$ cat src/rtl/fpu_issue_sched_pkg.sv
// Shared definitions for the FPU issue scheduler: op select codes, per-op
// write-back latencies, the write-back tag record and a latency lookup.
package fpu_issue_sched_pkg;

   // Op select codes driven on issue_sel / wb_sel (result mux select)
   typedef enum logic [1:0] {
      FPU_ADD  = 2'd0,
      FPU_MADD = 2'd1,
      FPU_CVT  = 2'd2,
      FPU_SGNJ = 2'd3
   } fpu_sel_e;

   // Issue-to-write-back latencies, all within 1..8
   localparam int FPU_LAT_ADD  = 2;
   localparam int FPU_LAT_MADD = 4;
   localparam int FPU_LAT_CVT  = 1;
   localparam int FPU_LAT_SGNJ = 1;

   // MADD is the deepest pipe, so it sizes the reservation window
   localparam int FPU_MAXLAT = FPU_LAT_MADD;

   // Tag carried alongside each write-back reservation
   typedef struct packed {
      logic [4:0] rd;
      logic [1:0] sel;
   } wb_tag_t;

   // Write-back latency of an op select code
   function automatic logic [3:0] lat_of(input logic [1:0] sel);
      case (sel)
         FPU_ADD:  lat_of = 4'(FPU_LAT_ADD);
         FPU_MADD: lat_of = 4'(FPU_LAT_MADD);
         FPU_CVT:  lat_of = 4'(FPU_LAT_CVT);
         default:  lat_of = 4'(FPU_LAT_SGNJ);
      endcase
   endfunction

endpackage

$ cat src/rtl/fpu_wb_resv.sv
// Write-back reservation shift register. Slot k set means a result lands on
// the write-back port k cycles from now; each slot carries the {rd,sel} tag
// of that result. Inserting an op of latency L fills slot L-1 so that it
// reaches slot 0 exactly L cycles after issue.
module fpu_wb_resv
   import fpu_issue_sched_pkg::*;
#(
   parameter int MAXLAT = FPU_MAXLAT
) (
   input  logic              clk,
   input  logic              rst_n,
   input  logic              i_flush,
   input  logic              i_insert,
   input  logic [3:0]        i_lat,
   input  wb_tag_t           i_tag,
   output logic [MAXLAT-1:0] o_resv,
   output wb_tag_t           o_tag0
);

   logic [MAXLAT-1:0] r_resv;
   wb_tag_t           r_tag [MAXLAT];

   logic [MAXLAT-1:0] w_resv_up;
   wb_tag_t           w_tag_up [MAXLAT];
   logic [MAXLAT-1:0] w_hit;
   logic [MAXLAT-1:0] w_resv_next;
   wb_tag_t           w_tag_next [MAXLAT];

   // Per slot: what shifts in from above, and whether the new op lands here
   for (genvar gi = 0; gi < MAXLAT; gi++) begin : g_slot
      if (gi == MAXLAT - 1) begin : g_top
         assign w_resv_up[gi] = 1'b0;
         assign w_tag_up[gi]  = '0;
      end else begin : g_mid
         assign w_resv_up[gi] = r_resv[gi+1];
         assign w_tag_up[gi]  = r_tag[gi+1];
      end
      assign w_hit[gi]       = i_insert && (i_lat == 4'(gi + 1));
      assign w_resv_next[gi] = w_resv_up[gi] | w_hit[gi];
      // Hazard logic guarantees a shifted entry and an insert never share a slot
      assign w_tag_next[gi]  = w_hit[gi]     ? i_tag :
                               w_resv_up[gi] ? w_tag_up[gi] : '0;
   end

   // Shift the window down one slot per cycle; reset or flush empties it
   always_ff @(posedge clk) begin
      if (!rst_n || i_flush) begin
         r_resv <= '0;
         for (int k = 0; k < MAXLAT; k++) r_tag[k] <= '0;
      end else begin
         r_resv <= w_resv_next;
         for (int k = 0; k < MAXLAT; k++) r_tag[k] <= w_tag_next[k];
      end
   end

   assign o_resv = r_resv;
   assign o_tag0 = r_tag[0];

endmodule

$ cat src/rtl/fpu_issue_sched.sv
// Issue scheduler for the multi-cycle FPU datapath. Holds the f-register
// pending-write scoreboard, the RAW/WAW/write-back-port hazard checks and the
// in-flight count; the reservation window lives in fpu_wb_resv.
// Build option: define FPU_SCHED_FWD_EN when the datapath bypasses the
// write-back result, letting a dependent op issue in the write-back cycle.
module fpu_issue_sched
   import fpu_issue_sched_pkg::*;
(
   input  logic        clk,
   input  logic        rst_n,
   input  logic        issue_valid,
   output logic        issue_ready,
   input  logic [1:0]  issue_sel,
   input  logic [4:0]  issue_rd,
   input  logic [4:0]  issue_fs1,
   input  logic [4:0]  issue_fs2,
   input  logic [4:0]  issue_fs3,
   input  logic [2:0]  issue_src_mask,
   input  logic        flush,
   output logic        wb_valid,
   output logic [4:0]  wb_rd,
   output logic [1:0]  wb_sel,
   output logic [31:0] busy_vec,
   output logic [3:0]  outstanding
);

   logic [31:0]           r_busy;
   logic [3:0]            w_lat;
   logic                  w_fire;
   logic [FPU_MAXLAT-1:0] w_resv;
   wb_tag_t               w_tag0;
   wb_tag_t               w_new_tag;
   logic                  w_wb_conflict;
   logic [4:0]            w_fs [3];
   logic [2:0]            w_src_hit;
   logic                  w_raw;
   logic                  w_waw;
   logic [31:0]           w_set;
   logic [31:0]           w_clr;

   assign w_lat     = lat_of(issue_sel);
   assign w_fire    = issue_valid & issue_ready;
   assign w_new_tag = '{rd: issue_rd, sel: issue_sel};

   fpu_wb_resv #(
      .MAXLAT (FPU_MAXLAT)
   ) u_resv (
      .clk      (clk),
      .rst_n    (rst_n),
      .i_flush  (flush),
      .i_insert (w_fire),
      .i_lat    (w_lat),
      .i_tag    (w_new_tag),
      .o_resv   (w_resv),
      .o_tag0   (w_tag0)
   );

   // Write-back port: a due result is dropped in a flush cycle or under reset
   assign wb_valid = w_resv[0] & ~flush & rst_n;
   assign wb_rd    = wb_valid ? w_tag0.rd  : 5'd0;
   assign wb_sel   = wb_valid ? w_tag0.sel : 2'd0;

   // Port collision: the new op would land in the slot an older op will shift into
   always_comb begin
      w_wb_conflict = 1'b0;
      for (int k = 1; k < FPU_MAXLAT; k++) begin
         if (w_lat == 4'(k)) w_wb_conflict = w_resv[k];
      end
   end

   assign w_fs[0] = issue_fs1;
   assign w_fs[1] = issue_fs2;
   assign w_fs[2] = issue_fs3;

   // RAW per source: only sources the op actually reads can stall it
   for (genvar gi = 0; gi < 3; gi++) begin : g_src
`ifdef FPU_SCHED_FWD_EN
      assign w_src_hit[gi] = issue_src_mask[gi] & r_busy[w_fs[gi]] &
                             ~(wb_valid && (wb_rd == w_fs[gi]));
`else
      assign w_src_hit[gi] = issue_src_mask[gi] & r_busy[w_fs[gi]];
`endif
   end

   assign w_raw = |w_src_hit;
   assign w_waw = r_busy[issue_rd];

   assign issue_ready = rst_n & ~flush & ~w_wb_conflict & ~w_raw & ~w_waw;

   assign w_set = w_fire   ? (32'd1 << issue_rd) : 32'd0;
   assign w_clr = wb_valid ? (32'd1 << wb_rd)    : 32'd0;

   // Scoreboard: mark destination pending on issue, release it on write-back
   always_ff @(posedge clk) begin
      if (!rst_n || flush) begin
         r_busy <= '0;
      end else begin
         r_busy <= (r_busy & ~w_clr) | w_set;
      end
   end

   assign busy_vec = r_busy;

   // In-flight count is the number of occupied reservation slots
   always_comb begin
      outstanding = 4'd0;
      for (int k = 0; k < FPU_MAXLAT; k++) begin
         outstanding = outstanding + 4'(w_resv[k]);
      end
   end

endmodule

$ cat config.mk
export PLATFORM = sky130hd
export DESIGN_NAME = fpu_issue_sched
export DESIGN_NICKNAME = d
export VERILOG_FILES = /design/src/rtl/fpu_issue_sched_pkg.sv /design/src/rtl/fpu_wb_resv.sv /design/src/rtl/fpu_issue_sched.sv
export SDC_FILE = /design/constraint.sdc
export NUM_CORES = 1
export LEC_CHECK = 0
export ABC_AREA = 1
export BUFFER_PORTS_ARGS = -buffer_cell sky130_fd_sc_hd__buf_4
export CORE_UTILIZATION = 50
export DETAILED_ROUTE_END_ITERATION = 10
export PLACE_DENSITY = 0.73
export RECOVER_POWER = 50
export SLEW_MARGIN = 20
export SYNTH_ARGS = -nofsm -noshare
export SYNTH_HDL_FRONTEND = slang
export SYNTH_SLANG_ARGS = --single-unit
export TNS_END_PERCENT = 100
$ cat constraint.sdc
create_clock -name clk -period 2.81 [get_ports clk]
set_input_delay 0.562 -clock clk [delete_from_list [all_inputs] [get_ports clk]]
set_output_delay 0.562 -clock clk [all_outputs]
set_load 0.01 [all_outputs]
==> results by group, run 1 <==
Detailed routing
  – Drc violations: 0
  – Routed WL per cell: 17.45 um
  – Vias/cell: 5.869
  – Initial DRC Count: 675
  – DRT Pass-1 Iters: 6
  – Routed wire length: 14520 um
  – Vias: 4883
  – Antenna-violating nets left: 0

Floorplanning
  – Row cnt: 32
  – Die area: 8500 um^2
  – Chip height: 92.20 um
  – Die Wd: 92.20 um
  – Top-Level Pins: 74
  – Initial core utilization: 52.10%
  – Core area: 7807 um^2

STA
  – Final setup vio count: 0
  – Final hold violation count: 0
  – Tmin final: 2.643 ns
  – Final Skew: 0.007671 ns
  – RSZ-0062 raised after global routing: no
  – Slew @ Worst Pin: 0.8871 ns
  – FMAX: 378.4 MHz
  – Post-route setup TNS: 0 ns
  – Final period util: 94.05%
  – Fin. max-slew vios: 0
  – Max_slew headroom: 40.86%

Worst hold path
  – Min-Delay Startpoint: u_resv.r_tag[0][25]
  – Min-delay worst type: flop to flop

Global routing
  – Initial antenna violation count: 0
  – First-pass GRT wire length: 22480 um
  – Tot GR Track Use: 34.80%
  – Largest net degree at the start of global routing: 47
  – Vias in the first global route: 4182
  – Total grt overflow: 0

CTS
  – Clk sinks: 64
  – CTS Buf Count: 9
  – Hold_buf cts: 0
  – PostCTS Resize Cnt: 0
  – H-tree depth: 3
  – Root buffer cell: clkbuf_8
  – Worst-Skew Late Latency: 0.35 ns
  – Clock tree buffer depth: 2
  – Clock slew at reported path FFs: 0.07 ns
  – CTS tree: done
  – Post-CTS Setup Inserts: 0

Place
  – Post-DP Area: 4627 um^2
  – DP Wirelength: 10150 um
  – GP Congestion: 0.9320
  – PortBufs: 72

Worst setup path
  – Data required, critical path: 2.25 ns
  – Reg2reg start: busy_vec[21]
  – Kind of critical path: input pin to output port
  – CP max-delay cell: buf_4
  – Critical path fanouts, max: 30
  – Slowest cell delay on critical path: 0.32 ns
  – Crit path cell chain: clkbuf_4 > inv_1 > nor2_1 > inv_1 > buf_4 > nor2_2 > nand2_1 > clkinv_1 > buf_4
  – CP delay by family, top: buffers and inverters
  – Kind of end point of the critical path: output port
  – Critical Path Source: rst_n
  – Buffers & Inverters on Critical Path: 6
  – Reg2Reg Setup Slack: 0.43 ns
  – Startpoint Class: input pin
  – Crit path DAT: 2.08 ns

Power and ir drop
  – Leak: 1.859 nW
  – Clock share of power: 43.5%
  – Power Total: 2.057 mW
  – Internal power: 1.512 mW
  – Pwr/cell area: 435.9 nW/um^2
  – NetSw: 544.7 uW
  – Comb power frac: 12.2%
  – Reg power frac: 44.3%
  – Switching share of power: 26.48%
  – Max VDD drop: 308.4 uV

Outcome
  – Outcome: finished, final reports clean

Layout
  – Layout Nets: 757
  – ANT cells: 0
  – Fillers: 801
  – Area delta synth->final: 16.00%
  – Share of layout cells above drive strength 1: 11.78%
  – Post-route cell area: 4718 um^2

Synth
  – Ranking of synthesized cells by area: dfxtp_1 (31%), nand2_1 (19%), nand3_1 (13%)
  – Sequential share of the synthesized area: 31.50%
  – Synth warn: 0
  – Synthesized flop and latch total: 64
  – Largest area contributor in the netlist: dfxtp_1
  – Mapped Avg Cell Area: 6.044 um^2
  – Syn Inst Count: 673
  – Unique masters post-synth: 27
  – Mapped cell area: 4068 um^2
  – Area share of the largest cell type after synthesis: 31.50%

Job
  – Max-cap violations: 0
-- cells in the mapped netlist, drive strengths merged --
cell type / number
buf: 23
conb: 1
o21ai: 36
ha: 2
o31ai: 1
fa: 1
inv: 50
a221oi: 1
nand3: 108
nor2: 46
clkbuf: 22
nand3b: 1
clkinv: 1
nor3: 17
dfxtp: 64
nand2: 211
a21oi: 43
nand4: 45
-- cells in the final DEF, fill, tap and decap left out, types with 15 or more instances in the layout --
cell type and instances:
dfxtp_1 64, inv_1 37, nor3_1 17, clkbuf_1 33, nand4_1 44, nand2_1 209
o21ai_1 15, nor2_1 44, buf_4 50, a21oi_1 43, o21ai_0 21, nand3_1 108
-- per-layer routing --
| metal | wire length (um) | vias to the layer above | global-route usage [%] |
|---|---|---|---|
| li1 | - | 2352 | - |
| met3 | 1840 | 47 | 8.789 |
| met4 | 493 | 0 | 9.896 |
| met1 | 6305 | 2184 | 50.87 |
| met5 | 0 | - | 0 |
| met2 | 5876 | 300 | 50.06 |
-- cell families after synthesis --
| logic type | synth area share [%] |
|---|---|
| other | 0.09219 |
| buffers and inverters | 10.18 |
| AO/OA/AOI/OAI | 10.12 |
| adder cells (fa/ha/maj) | 1.107 |
| AND/OR/NAND/NOR | 47.00 |
| flip-flops | 31.50 |
-- final cells by class --
cell class | count | area [um^2] | area share [%]
Sequential cell | 64 | 1281 | 27.15
Tap cell | 102 | 127.6 | 2.705
Clock buffer | 10 | 137.6 | 2.917
Timing Repair Buffer | 85 | 514.2 | 10.90
Clock inverter | 6 | 92.59 | 1.962
Inverter | 51 | 191.4 | 4.057
Multi-Input combinational cell | 514 | 2374 | 50.30
-- final timing paths --
kind / endpoint / cells after the start
max: wb_rd[3] / 9
min: u_resv.r_tag[0][18] / 2
max reg2reg: u_resv.r_tag[0][26] / 14
min reg2reg: u_resv.r_tag[0][18] / 2
-- state kept, by name, indices dropped and copies added, names as in the netlist --
signal         count
busy_vec          32
u_resv.o_resv      4
u_resv.r_tag      28
-- power groups by stage --
stage                     registers [mW]  logic (mW)  clock network (mW)
after floorplan                    0.931       0.171                   0
after global placement             0.932       0.246                   0
after detailed placement           0.932       0.249                   0
after CTS                          0.911       0.250               0.904
after global routing               0.911       0.275               0.938
final                              0.911       0.251               0.894
-- stage by stage --
step                      util (%)  hold WS, ns  setup slack (ns)  instances
after global placement       59.26       0.4095            0.3045        816
final                        60.43       0.4262            0.1671        832
after CTS                    62.21       0.4257            0.2319        832
after global routing         60.43       0.4497           0.04482        832
after detailed placement     59.26       0.4133            0.2449        816
after floorplan                  -       0.4006            0.4114        674
-- worst reg2reg max path, cell delays in order (launching register included) --
cell	delay, ns
dfxtp_1	0.44
nand2_1	0.11
nand2_1	0.05
nand2_1	0.05
nand4_1	0.10
nand3_1	0.09
nand2_1	0.08
nand2_1	0.10
inv_2	0.03
nor2_1	0.12
nand2_2	0.10
nor2_8	0.10
clkbuf_4	0.44
nand4_2	0.33
nor2_1	0.17
(Power assumes the default switching activity.)
==> inputs of run 2 (changes only) <==
CORE_UTILIZATION = 55   (was 50)
PLACE_DENSITY = 0.79   (was 0.73)
==> run 2 against run 1 <==
The run now ends with max-capacitance violations, max-slew violations left; flip-flop and latch count stayed put; first-iteration DRC count is 3.4% higher; maximum frequency is 2.5% higher; power is 1.3% higher; count of clock-buffer cells in the layout stayed put; clock power is 3.0% higher; die area is 8.9% lower; critical path type unchanged; highest routed layer unchanged.
==> results by group, run 2 (synthesized netlist as in run 1, its figures left out) <==
Detailed routing
  – Drc violations: 0
  – Antenna-violating nets left: 0
  – Vias/cell: 6.071
  – Routed wire length: 14800 um
  – Routed WL per cell: 17.89 um
  – Vias: 5021
  – DRT Pass-1 Iters: 5
  – Initial DRC Count: 698

Layout
  – Max reg flops: 32
  – Area delta synth->final: 15.23%
  – Layout Nets: 758
  – Most frequent cells in the layout: nand2_1 (209), nand3_1 (108), dfxtp_1 (64), nor2_1 (45)
  – Share of layout cells above drive strength 1: 10.81%
  – ANT cells: 0
  – Commonest non-fill, non-tap cell in the layout: nand2_1

CTS
  – PostCTS Resize Cnt: 0
  – Hold_buf cts: 0
  – H-tree depth: 3
  – Root buffer cell: clkbuf_8
  – Clk sinks: 64
  – Clock tree buffer depth: 2
  – Clock slew at reported path FFs: 0.08 ns
  – CTS Buf Count: 9
  – CTS tree: done
  – Post-CTS Setup Inserts: 0
  – Worst-Skew Late Latency: 0.35 ns

Power and ir drop
  – Max VDD drop: 309.1 uV
  – Pwr/cell area: 444.4 nW/um^2
  – Leak: 1.847 nW

Worst setup path
  – Data required, critical path: 2.25 ns
  – Crit path DAT: 2.02 ns
  – Kind of critical path: input pin to output port
  – Kind of end point of the critical path: output port
  – Startpoint Class: input pin
  – Critical path fanouts, max: 23

STA
  – Worst setup margin: 0.2311 ns
  – Max_slew headroom: -15.26%
  – Final Skew: 0.01062 ns
  – Final setup vio count: 0
  – Tmin final: 2.579 ns
  – Final hold violation count: 0
  – Slew @ Worst Pin: 1.729 ns
  – RSZ-0062 raised after global routing: no
  – Post-route setup TNS: 0 ns
  – Final period util: 91.78%
  – FMAX: 387.8 MHz
  – Fin. max-slew vios: 39

Global routing
  – Total grt overflow: 0
  – Initial antenna violation count: 0
  – Tot GR Track Use: 39.02%
  – Vias in the first global route: 4482
  – First-pass GRT wire length: 22410 um
  – Largest net degree at the start of global routing: 47

Place
  – PortBufs: 72
  – Pre-CTS WS: 0.2037 ns
  – DP Wirelength: 10350 um
  – GP Congestion: 0.9665

Floorplanning
  – Die area: 7744 um^2
  – Row cnt: 30
  – Die Wd: 88 um
  – Chip height: 88 um
  – Initial core utilization: 58.26%
  – Top-Level Pins: 74
  – Core area: 6982 um^2

Outcome
  – Outcome: finished, violations left
  – Failing checks: max-capacitance violations, max-slew violations

Job
  – Max-cap violations: 1

Worst hold path
  – Min-delay worst type: flop to flop
## run 2: cell type report
cell class	count	area, um^2
Clock buffer	10	137.6
Clock inverter	6	91.34
Fill cell	694	2295
Inverter	51	191.4
Multi-Input combinational cell	514	2371
Sequential cell	64	1281
Tap cell	96	120.1
Timing Repair Buffer	86	494.2
## run 2: path summary, 6_finish.rpt
check                                         start                   to  slack, ns  cells past startpoint
worst max-delay path                    issue_rd[0]          issue_ready       0.23                     14
worst min-delay path            u_resv.r_tag[0][14]   u_resv.r_tag[0][7]       0.43                      2
worst max register to register     u_resv.o_resv[1]  u_resv.r_tag[0][27]       0.45                      9
worst min register to register  u_resv.r_tag[0][14]   u_resv.r_tag[0][7]       0.43                      2
## run 2: critical path, stage by stage
cell and delay (ns):
buf_4 0.24, inv_2 0.19, nand2_1 0.10, nand2_1 0.05
nand2_1 0.05, nand3_1 0.08, nand3_1 0.10, nand2_1 0.06
nand2_1 0.07, nand2_1 0.05, nor2_1 0.13, nand2_2 0.10
nor2_8 0.10, buf_4 0.13
## run 2: metrics by stage
step / power, mW / utilization [%] / cells / instance area (um^2) / hold slack, ns
floorplan: 1.103 / - / 674 / 4071 / 0.4006
global placement: 1.171 / 66.09 / 811 / 4614 / 0.4109
detailed placement: 1.178 / 66.09 / 811 / 4614 / 0.4175
CTS: 2.086 / 69.37 / 827 / 4843 / 0.4282
global route: 2.141 / 67.13 / 827 / 4687 / 0.4411
finish: 2.083 / 67.13 / 827 / 4687 / 0.4262
## run 2: power breakdown
part	internal [mW]	switching, mW
clock	0.528	0.393
sequential	0.909	0.00207
combinational	0.0746	0.176
total	1.51	0.571
## run 2: metal layers
layer  track usage (%)  share of wire, %  vias to the layer above  wire [um]
li1                  -                 -                     2349          -
met1             52.28                40                     2301       5982
met2             60.25                43                      321       6413
met3             7.163                12                       50       1832
met4             19.23               3.8                        0        569
met5                 0                 0                        -          0
==> inputs of run 3 (changes only) <==
MAX_ROUTING_LAYER = met4   (was not set)
SLEW_MARGIN = not set   (was 20)
==> run 3 against run 2 <==
Via count decreased by 0.74%; sequential power about the same; core utilization increased by 0.22 points; the flow still finishes with violations (max-capacitance violations, max-slew violations); count of clock-buffer cells in the layout unchanged; clock skew increased by 0.0022 ns; combinational power about the same; critical endpoint unchanged; first-iteration DRC count increased by 4.2%; non-clock buffer count unchanged; critical path depth decreased by 4; largest cell class unchanged; maximum frequency decreased by 1.7%; setup slack got worse by 0.044 ns; largest power group unchanged; sequential share of layout area decreased by 0.087 points.
==> results by group, run 3 (synthesized netlist as in run 1, its figures left out) <==
Outcome
  – Outcome: finished, violations left
  – Failing checks: max-capacitance violations, max-slew violations

Floorplanning
  – Die area: 7744 um^2
  – Row cnt: 30
  – Core area: 6982 um^2
  – Chip height: 88 um
  – Die Wd: 88 um
  – Top-Level Pins: 74
  – Initial core utilization: 58.26%

Worst setup path
  – Kind of end point of the critical path: output port
  – Data required, critical path: 2.25 ns
  – Kind of critical path: input pin to output port
  – Startpoint Class: input pin
  – CP max-delay cell: a221oi_1
  – Critical path fanouts, max: 11
  – Crit path DAT: 2.06 ns
  – Crit path cell chain: clkbuf_4 > inv_1 > nor2_2 > inv_1 > a221oi_1 > nand2_1 > nor2_1 > nand2_2 > nor2_8 > buf_4
  – Crit path top cell by count: inv_1
  – Slowest cell delay on critical path: 0.50 ns

STA
  – Final Skew: 0.01283 ns
  – Final period util: 93.34%
  – Max_slew headroom: -25.31%
  – FMAX: 381.3 MHz
  – Tmin final: 2.623 ns
  – Post-route setup TNS: 0 ns
  – Final setup vio count: 0
  – Fin. max-slew vios: 43
  – Final hold violation count: 0
  – RSZ-0062 raised after global routing: no
  – Fin Hold WS: 0.4272 ns
  – Slew @ Worst Pin: 1.880 ns

CTS
  – Worst-Skew Late Latency: 0.35 ns
  – Clock tree buffer depth: 2
  – Post-CTS Setup Inserts: 0
  – H-tree depth: 3
  – Hold_buf cts: 0
  – PostCTS Resize Cnt: 0
  – Root buffer cell: clkbuf_8
  – Clock slew at reported path FFs: 0.08 ns
  – Clk sinks: 64
  – CTS tree: done
  – CTS Buf Count: 9

Detailed routing
  – Routed wire length: 14720 um
  – Initial DRC Count: 727
  – Routed WL per cell: 17.80 um
  – Drc violations: 0
  – Antenna-violating nets left: 0
  – Vias/cell: 6.027
  – DRT Pass-1 Iters: 5
  – Vias: 4984

Layout
  – Layout Nets: 758
  – Most frequent cells in the layout: nand2_1 (209), nand3_1 (108), dfxtp_1 (64), buf_4 (48)
  – Area delta synth->final: 15.60%
  – Max reg flops: 32
  – ANT cells: 0
  – Commonest non-fill, non-tap cell in the layout: nand2_1
  – Share of layout cells above drive strength 1: 11.22%

Global routing
  – Vias in the first global route: 4341
  – Total grt overflow: 0
  – First-pass GRT wire length: 22140 um
  – Largest net degree at the start of global routing: 47
  – Tot GR Track Use: 39.76%
  – Initial antenna violation count: 0

Place
  – DP Wirelength: 10210 um
  – GP Congestion: 0.9948
  – PortBufs: 72

Power and ir drop
  – Max VDD drop: 320.8 uV
  – Pwr/cell area: 442.6 nW/um^2
  – Leak: 1.857 nW

Job
  – Max-cap violations: 1

Worst hold path
  – Min-delay worst type: flop to flop
==> run 3: cell type report <==
class	count	area, um^2
multi-input cells	514	2374
fillers	698	2280
flip-flops and latches	64	1281
repair buffers	86	506.7
inverters	51	191.4
clock buffers	10	137.6
well taps	96	120.1
clock inverters	6	91.34
==> run 3: worst max-delay path: cells and delay by family <==
kind | cells | cell delay [ns]
compound gates | 1 | 0.50
buf+inv | 4 | 0.45
simple gates | 5 | 0.55
==> run 3: metal layers <==
layer  track usage (%)  wire length (um)  vias up
met1             52.26              5989     2273
met4             17.44               476        0
met2             58.42              6470      315
met5                 -                 0        -
met3             8.577              1782       50
li1                  -                 -     2346
==> run 3: metrics by stage <==
stage	util (%)	power [mW]	instance area [um^2]	worst slack, ns	instances
2_1_floorplan	-	1.103	4071	0.4114	674
3_3_place_gp	66.09	1.169	4614	0.2953	811
3_5_place_dp	66.09	1.174	4614	0.2489	811
4_1_cts	69.37	2.078	4843	0.2644	827
5_1_grt	67.35	2.141	4702	0.07942	827
6_report	67.35	2.081	4702	0.1872	827
==> run 3: path summary, 6_finish.rpt <==
kind	end	slack (ns)	cells past startpoint	from
min reg2reg	u_resv.r_tag[0][7]	0.43	2	u_resv.r_tag[0][14]
max reg2reg	u_resv.r_tag[0][25]	0.63	9	u_resv.o_resv[1]
max	issue_ready	0.19	10	rst_n
min	u_resv.r_tag[0][7]	0.43	2	u_resv.r_tag[0][14]
==> run 3: power by group <==
part	total [mW]	switching, mW	internal (mW)	leakage [nW]
sequential	0.911	0.00211	0.909	0.516
clock	0.920	0.391	0.528	0.117
combinational	0.250	0.175	0.0755	1.22
